==> src/rtl/dmem_arbiter.sv <==
// dmem_arbiter: shares one data-memory port between two MEM-stage lanes, oldest lane first.
// Optional stuck-access watchdog is compiled in when DMEM_ARBITER_TIMEOUT_EN is defined.

`ifndef MEM_OP_BITS
`define MEM_OP_BITS 3
`endif
`ifndef MEM_OP_STORE_BIT
`define MEM_OP_STORE_BIT 2
`endif
`ifndef NUM_PIPE_MASKS
`define NUM_PIPE_MASKS 5
`endif
`ifndef PIPE_REG_PC
`define PIPE_REG_PC     5'b00001
`endif
`ifndef PIPE_REG_IF_ID
`define PIPE_REG_IF_ID  5'b00010
`endif
`ifndef PIPE_REG_ID_EX
`define PIPE_REG_ID_EX  5'b00100
`endif
`ifndef PIPE_REG_EX_MEM
`define PIPE_REG_EX_MEM 5'b01000
`endif
`ifndef PIPE_REG_MEM_WB
`define PIPE_REG_MEM_WB 5'b10000
`endif

module dmem_arbiter #(
    parameter int DATA_WIDTH     = 32,
    parameter int TIMEOUT_CYCLES = 16
) (
    input  logic                       clk,
    input  logic                       reset,
    input  logic                       req0,
    input  logic                       req1,
    input  logic [`MEM_OP_BITS-1:0]    op0,
    input  logic [`MEM_OP_BITS-1:0]    op1,
    input  logic [DATA_WIDTH-1:0]      addr0,
    input  logic [DATA_WIDTH-1:0]      addr1,
    input  logic [DATA_WIDTH-1:0]      wdata0,
    input  logic [DATA_WIDTH-1:0]      wdata1,
    input  logic                       first,
    output logic                       mem_valid,
    output logic [`MEM_OP_BITS-1:0]    mem_op,
    output logic [DATA_WIDTH-1:0]      mem_addr,
    output logic [DATA_WIDTH-1:0]      mem_wdata,
    input  logic                       mem_ready,
    input  logic [DATA_WIDTH-1:0]      mem_rdata,
    output logic [DATA_WIDTH-1:0]      rdata0,
    output logic [DATA_WIDTH-1:0]      rdata1,
    output logic                       done0,
    output logic                       done1,
    output logic [`NUM_PIPE_MASKS-1:0] stall0,
    output logic [`NUM_PIPE_MASKS-1:0] stall1,
    output logic [`NUM_PIPE_MASKS-1:0] flush0,
    output logic [`NUM_PIPE_MASKS-1:0] flush1,
    output logic                       err
);

    localparam logic [`NUM_PIPE_MASKS-1:0] STALL_MASK =
        `PIPE_REG_PC | `PIPE_REG_IF_ID | `PIPE_REG_ID_EX | `PIPE_REG_EX_MEM;
    localparam logic [`NUM_PIPE_MASKS-1:0] FLUSH_MASK = `PIPE_REG_MEM_WB;

    typedef enum logic [1:0] {IDLE, BUSY, DONE} state_t;

    state_t                    state;
    state_t                    state_next;
    logic                      served0;
    logic                      served1;
    logic                      winner;
    logic [`MEM_OP_BITS-1:0]   lat_op;
    logic [DATA_WIDTH-1:0]     lat_addr;
    logic [DATA_WIDTH-1:0]     lat_wdata;
    logic                      pend0;
    logic                      pend1;
    logic                      any_pend;
    logic                      grant1;
    logic                      mem_ok;
    logic                      timed_out;
    logic                      complete;
    logic [DATA_WIDTH-1:0]     load_value;

    assign pend0    = req0 & ~served0;
    assign pend1    = req1 & ~served1;
    assign any_pend = pend0 | pend1;
    // Lane 1 wins when it is the only one waiting, or when both wait and it is older.
    assign grant1   = pend1 & (~pend0 | first);

    assign mem_ok     = (state == BUSY) && mem_ready;
    assign complete   = mem_ok || timed_out;
    assign load_value = timed_out ? '0 : mem_rdata;

`ifdef DMEM_ARBITER_TIMEOUT_EN
    logic [7:0] to_count;

    assign timed_out = (state == BUSY) && !mem_ready &&
                       (to_count == 8'(TIMEOUT_CYCLES - 1));

    always_ff @(posedge clk) begin
        if (reset) begin
            to_count <= '0;
        end else if (state == IDLE && any_pend) begin
            to_count <= '0;
        end else if (state == BUSY && !mem_ready) begin
            to_count <= to_count + 8'd1;
        end
    end

    always_ff @(posedge clk) begin
        if (reset) begin
            err <= 1'b0;
        end else if (timed_out) begin
            err <= 1'b1;
        end
    end
`else
    logic unused_timeout_cfg;

    assign unused_timeout_cfg = (TIMEOUT_CYCLES > 0);
    assign timed_out          = 1'b0;
    assign err                = 1'b0;
`endif

    always_ff @(posedge clk) begin
        if (reset) begin
            state <= IDLE;
        end else begin
            state <= state_next;
        end
    end

    always_comb begin
        state_next = state;
        mem_valid  = 1'b0;
        done0      = 1'b0;
        done1      = 1'b0;
        stall0     = '0;
        stall1     = '0;
        flush0     = '0;
        flush1     = '0;

        case (state)
            IDLE: begin
                if (any_pend) state_next = BUSY;
            end
            BUSY: begin
                mem_valid = 1'b1;
                if (complete) state_next = DONE;
            end
            DONE: begin
                done0      = ~winner;
                done1      = winner;
                state_next = IDLE;
            end
            default: state_next = IDLE;
        endcase

        if (any_pend) begin
            stall0 = STALL_MASK;
            stall1 = STALL_MASK;
            flush0 = FLUSH_MASK;
            flush1 = FLUSH_MASK;
        end
    end

    assign mem_op    = lat_op;
    assign mem_addr  = lat_addr;
    assign mem_wdata = lat_wdata;

    // Request fields are frozen at grant so the memory sees a stable request for the whole access.
    always_ff @(posedge clk) begin
        if (reset) begin
            winner    <= 1'b0;
            lat_op    <= '0;
            lat_addr  <= '0;
            lat_wdata <= '0;
        end else if (state == IDLE && any_pend) begin
            winner    <= grant1;
            lat_op    <= grant1 ? op1 : op0;
            lat_addr  <= grant1 ? addr1 : addr0;
            lat_wdata <= grant1 ? wdata1 : wdata0;
        end
    end

    always_ff @(posedge clk) begin
        if (reset) begin
            served0 <= 1'b0;
            served1 <= 1'b0;
            rdata0  <= '0;
            rdata1  <= '0;
        end else begin
            // Nothing pending means the pipeline advances, so the served marks start over.
            if (!any_pend) begin
                served0 <= 1'b0;
                served1 <= 1'b0;
            end else if (complete) begin
                if (winner) served1 <= 1'b1;
                else        served0 <= 1'b1;
            end

            if (complete && (timed_out || !lat_op[`MEM_OP_STORE_BIT])) begin
                if (winner) rdata1 <= load_value;
                else        rdata0 <= load_value;
            end
        end
    end

endmodule

==> config.mk <==
export PLATFORM = sky130hd
export DESIGN_NAME = dmem_arbiter
export DESIGN_NICKNAME = d
export VERILOG_FILES = /design/src/rtl/dmem_arbiter.sv
export SDC_FILE = /design/constraint.sdc
export NUM_CORES = 1
export LEC_CHECK = 0
export BUFFER_PORTS_ARGS = -buffer_cell sky130_fd_sc_hd__buf_4
export CAP_MARGIN = 20
export CORE_AREA = 2 2 126 128
export DETAILED_ROUTE_END_ITERATION = 8
export DIE_AREA = 0 0 128 130
export PLACE_DENSITY = 0.71
export SYNTH_ARGS = -nofsm -noshare
export SYNTH_HDL_FRONTEND = slang
export SYNTH_SLANG_ARGS = --single-unit
export TNS_END_PERCENT = 5
==> constraint.sdc <==
create_clock -name clk -period 1.6 [get_ports clk]
set_input_delay 0.4 -clock clk [delete_from_list [all_inputs] [get_ports clk]]
set_output_delay 0.4 -clock clk [all_outputs]
set_load 0.1 [all_outputs]
* Word level (Yosys, flattened, before mapping) *
Index checks and enable logic that the tools add are counted.

storage, ports and cells
  register bits = 136
  bits of input ports = 172
  output and inout bits = 155
  word-level logic and storage cells = 45

cells by class
  equal/unequal tests = 4
  mux-type cells = 11
  bitwise logic cells = 10
  reductions and logical operators = 11

operators by type and width
  kind                                           count
  2-to-1 mux 32 bit                              2
  AND reduction 2 bit                            5
  2-to-1 mux 5 bit                               1
  inverter 1 bit                                 5
  2-to-1 mux 2 bit                               2
  2-to-1 mux 4 bit                               1
  != test 2 bit, second input constant           2
  one-hot mux 2 bit (2 select lines)             1
  bitwise AND 1 bit                              3
  logical AND 1 bit                              3
  2-to-1 mux 1 bit                               3
  2-to-1 mux 3 bit                               1
  == test 2 x 1 -> 1 bit, second input constant  1
  == test 2 bit, second input constant           1
  logical NOT 2 bit                              1
  OR 1 bit                                       2
  OR reduction 2 bit                             1
  logical NOT 1 bit                              1

* Logic depth before layout (Yosys ltp) *
  word-level depth = 6
  depth in mapped cells = 7
  mapped depth without buffers = 4

* Worst setup path before layout *
Ideal clock, no wire load.

  path type = register -> output
  start = reg winner
  end = out done0
  data arrival time = 2.684 ns
  required time = 1.200 ns
  setup slack = -1.484 ns
  stages on the path, launching flop included = 3
  buffers on the path = 1
  cells stage by stage = dfxtp_1 -> clkbuf_1 -> nor3b_1

between the ends
  cells in the longest elaborated chain, start to end = 2

ends and longest elaborated chain
  what                             RTL line  text
  start, declared                  71        logic winner;
  start signal, assigned           179       winner <= grant1;
  inverter 1 bit (no source line)  -
  2-to-1 mux 1 bit                 143       case (state)
  end, declared                    52        output logic done0,

No other way between the ends.

* Worst setup path after layout *
  start = reg served1
  end = out stall1[3]

between the ends
  cells in the longest elaborated chain, start to end = 4

ends and longest elaborated chain
  what                    RTL line  text
  start, declared         70        logic served1;
  start signal, assigned  189       served1 <= 1'b0;
  start signal, assigned  196       served1 <= 1'b0;
  start signal, assigned  198       if (winner) served1 <= 1'b1;
  inverter 1 bit          85        assign pend1 = req1 & ~served1;
  bitwise AND 1 bit       85
  OR 1 bit                86        assign any_pend = pend0 | pend1;
  2-to-1 mux 4 bit        159       if (any_pend) begin
  end, declared           55        output logic [`NUM_PIPE_MASKS-1:0] stall1,

No other way between the ends.

==> run metrics <==
worst hold slack 0.230 ns; Final Skew 0.0117 ns; Worst EP required 1.20 ns; Max clock buf depth 2; Num Clock Sinks 136; gpl congestion 0.799; CP Max Fanout 5; Vias 5,922; RSZ-0062 raised after global routing yes; CTS Buf Count 17; status complete, but fails checks; crit path time final 1.79 ns; Syn Area/Cell 7.76 µm²; IO buf count 315; TritonCTS clock tree yes; Netlist cell types 27; Final Slew Violations 0; final setup margin -0.190 ns; height of the die 130 µm; CP Cell Sequence nor2b_4, nor2_2, inv_2, buf_16, buf_16; Initial DRC Count 294; ys flop type dfxtp_1; Final Hold Fails 0; Post-layout nets 1,176; ranking of synthesized cells by area dfxtp_1, nand2_1, a21oi_1, a211oi_1, nor2_1; failing checks negative setup slack; HP Start addr0[24]; largest area contributor in the netlist dfxtp_1; largest net degree at the start of global routing 40; share of post-route cells with drive strength above 1 0.402; Synth Register Bits 136; CTS Hold Bufs 0; Post-synth top cells nand2_1, dfxtp_1, a21oi_1; CP max stage cell dfxtp_2; Via density 4.90; CTS H-tree lvls 4; area growth from synthesis to layout 66.6%; first-pass GRT wire length 29,300 µm; Crit Reg-Reg Startpoint served0; fraction of registers with async set or reset after synthesis 0; leak pwr 4.11 nW; drt total wl 19,100 µm; Initial Util 0.355; WL/cell 15.8 µm; CP arrival 1.39 ns; clock-pin slew on the worst setup and hold paths 0.07 ns; max incr delay on CP 0.33 ns; top cell type's share of synthesized area 0.497; antenna violations before repair 0; Tot GR Track Use 0.224; CP Class flop to output pin; I/O pins 327; setup tns final -2.19 ns; number of global-route vias before repair 5,713; Max VDD drop 0.000757 V; Crit. Startpoint served1; EDFF count, synth 0; CP Launch Type flop; number of synthesis warnings 0; Rows 46; most used cell along the critical path buf_16; total gr overflow 0; Root Driver clkbuf_16; Placeable Area 0.0154 mm²; Worst Hold Class input pin to flop; Die Wd 128 µm; Max Freq 0.559 GHz; die area 0.0166 mm²; Mapped Cells 706; max-cap violation count 0; Final Cycle Share 1.12; register area share after synthesis 0.497; count leader, synth nand2_1; number of diodes 0; Synth Cell Area 0.00548 mm²; CP endpoint kind output pin; post-route antenna net violation count 0; Power Density 1330 mW/mm²; final setup fails 38; DR pass1 iterations 4; DP HPWL 13,300 µm; Skew-Pair Late Insertion Delay 0.42 ns; DRC violations left 0
cell type report:
type	count	area, µm²
sequential	136	2740
clock buffer	19	453
inverter	1	3.75
tap	192	240
clock inverter	13	193
fill	1410	6290
timing repair buffer	349	3050
multi-input combinational	499	2450
layout by cell type (no fill, tap or decap), drive strengths merged:
master and instances:
buf 349, nand2 198, dfxtp 136, a21oi 133
nor2 72, a211oi 67, clkbuf 19, conb 11
clkinv 5, bufinv 4, nor2b 3, nor3 3
inv 3, nor3b 2, or3b 2, clkinvlp 2
and3b 1, and2 1, o21ai 1, o21a 1
nand3b 1, or3 1, nand2b 1, a31oi 1
kinds of logic (layout without fill, tap and decap cells):
logic type             count (synthesis)  in the layout  synth area share
flip-flops                           136            136             0.497
other                                  1             11          0.000684
AO/OA/AOI/OAI                        203            203             0.217
AND/OR/NAND/NOR                      285            285             0.206
buffers and inverters                 81            382            0.0797
flip-flops by register name, summed over array words and instances, names as in the netlist:
register,cells
state,2
mem_wdata,32
served1,1
mem_addr,32
rdata0,32
served0,1
rdata1,32
winner,1
mem_op,3
worst max-delay path, delay by kind of cell (launching register included):
kind | cells | cell delay (ns)
flops | 1 | 0.33
buf+inv | 3 | 0.46
simple gates | 2 | 0.18
per-stage QoR:
step / worst slack, ns / utilization / cells / power (mW) / area (µm²)
floorplan: -0.135 / - / 716 / 6.76 / 5540
global placement: -0.0846 / 0.529 / 1173 / 7.83 / 8160
detailed placement: -0.103 / 0.529 / 1173 / 7.85 / 8160
CTS: -0.243 / 0.590 / 1209 / 12.2 / 9100
global route: -0.241 / 0.592 / 1209 / 12.6 / 9130
finish: -0.190 / 0.592 / 1209 / 12.2 / 9130
per-layer routing:
metal,share of wire,track usage,up-vias
met3,0.089,0.0824,34
met2,0.49,0.381,235
met5,0,0,-
met4,0.027,0.0963,0
met1,0.40,0.253,2719
li1,-,-,2934
what timing repair did:
item	4_1_cts	5_1_grt
gates cloned	1	0
pin swaps	5	0
hold endpoints to repair	0	0
setup endpoints to repair	14	79
resized for setup	61	9
buffers inserted	3	0
where the power goes:
group          internal (mW)  leakage, nW  switching, mW
clock network           2.71        0.310           1.54
registers               3.66         1.12          0.160
logic                   1.12         2.68           2.97
total                   7.49         4.11           4.67
worst paths after layout:
kind | endpoint | slack, ns | depth (start not counted)
max | stall1[3] | -0.19 | 5
min | mem_addr[24] | 0.23 | 3
max reg2reg | mem_wdata[19] | -0.05 | 6
min reg2reg | rdata1[19] | 0.45 | 2
Power figures use the tool's default switching activity.
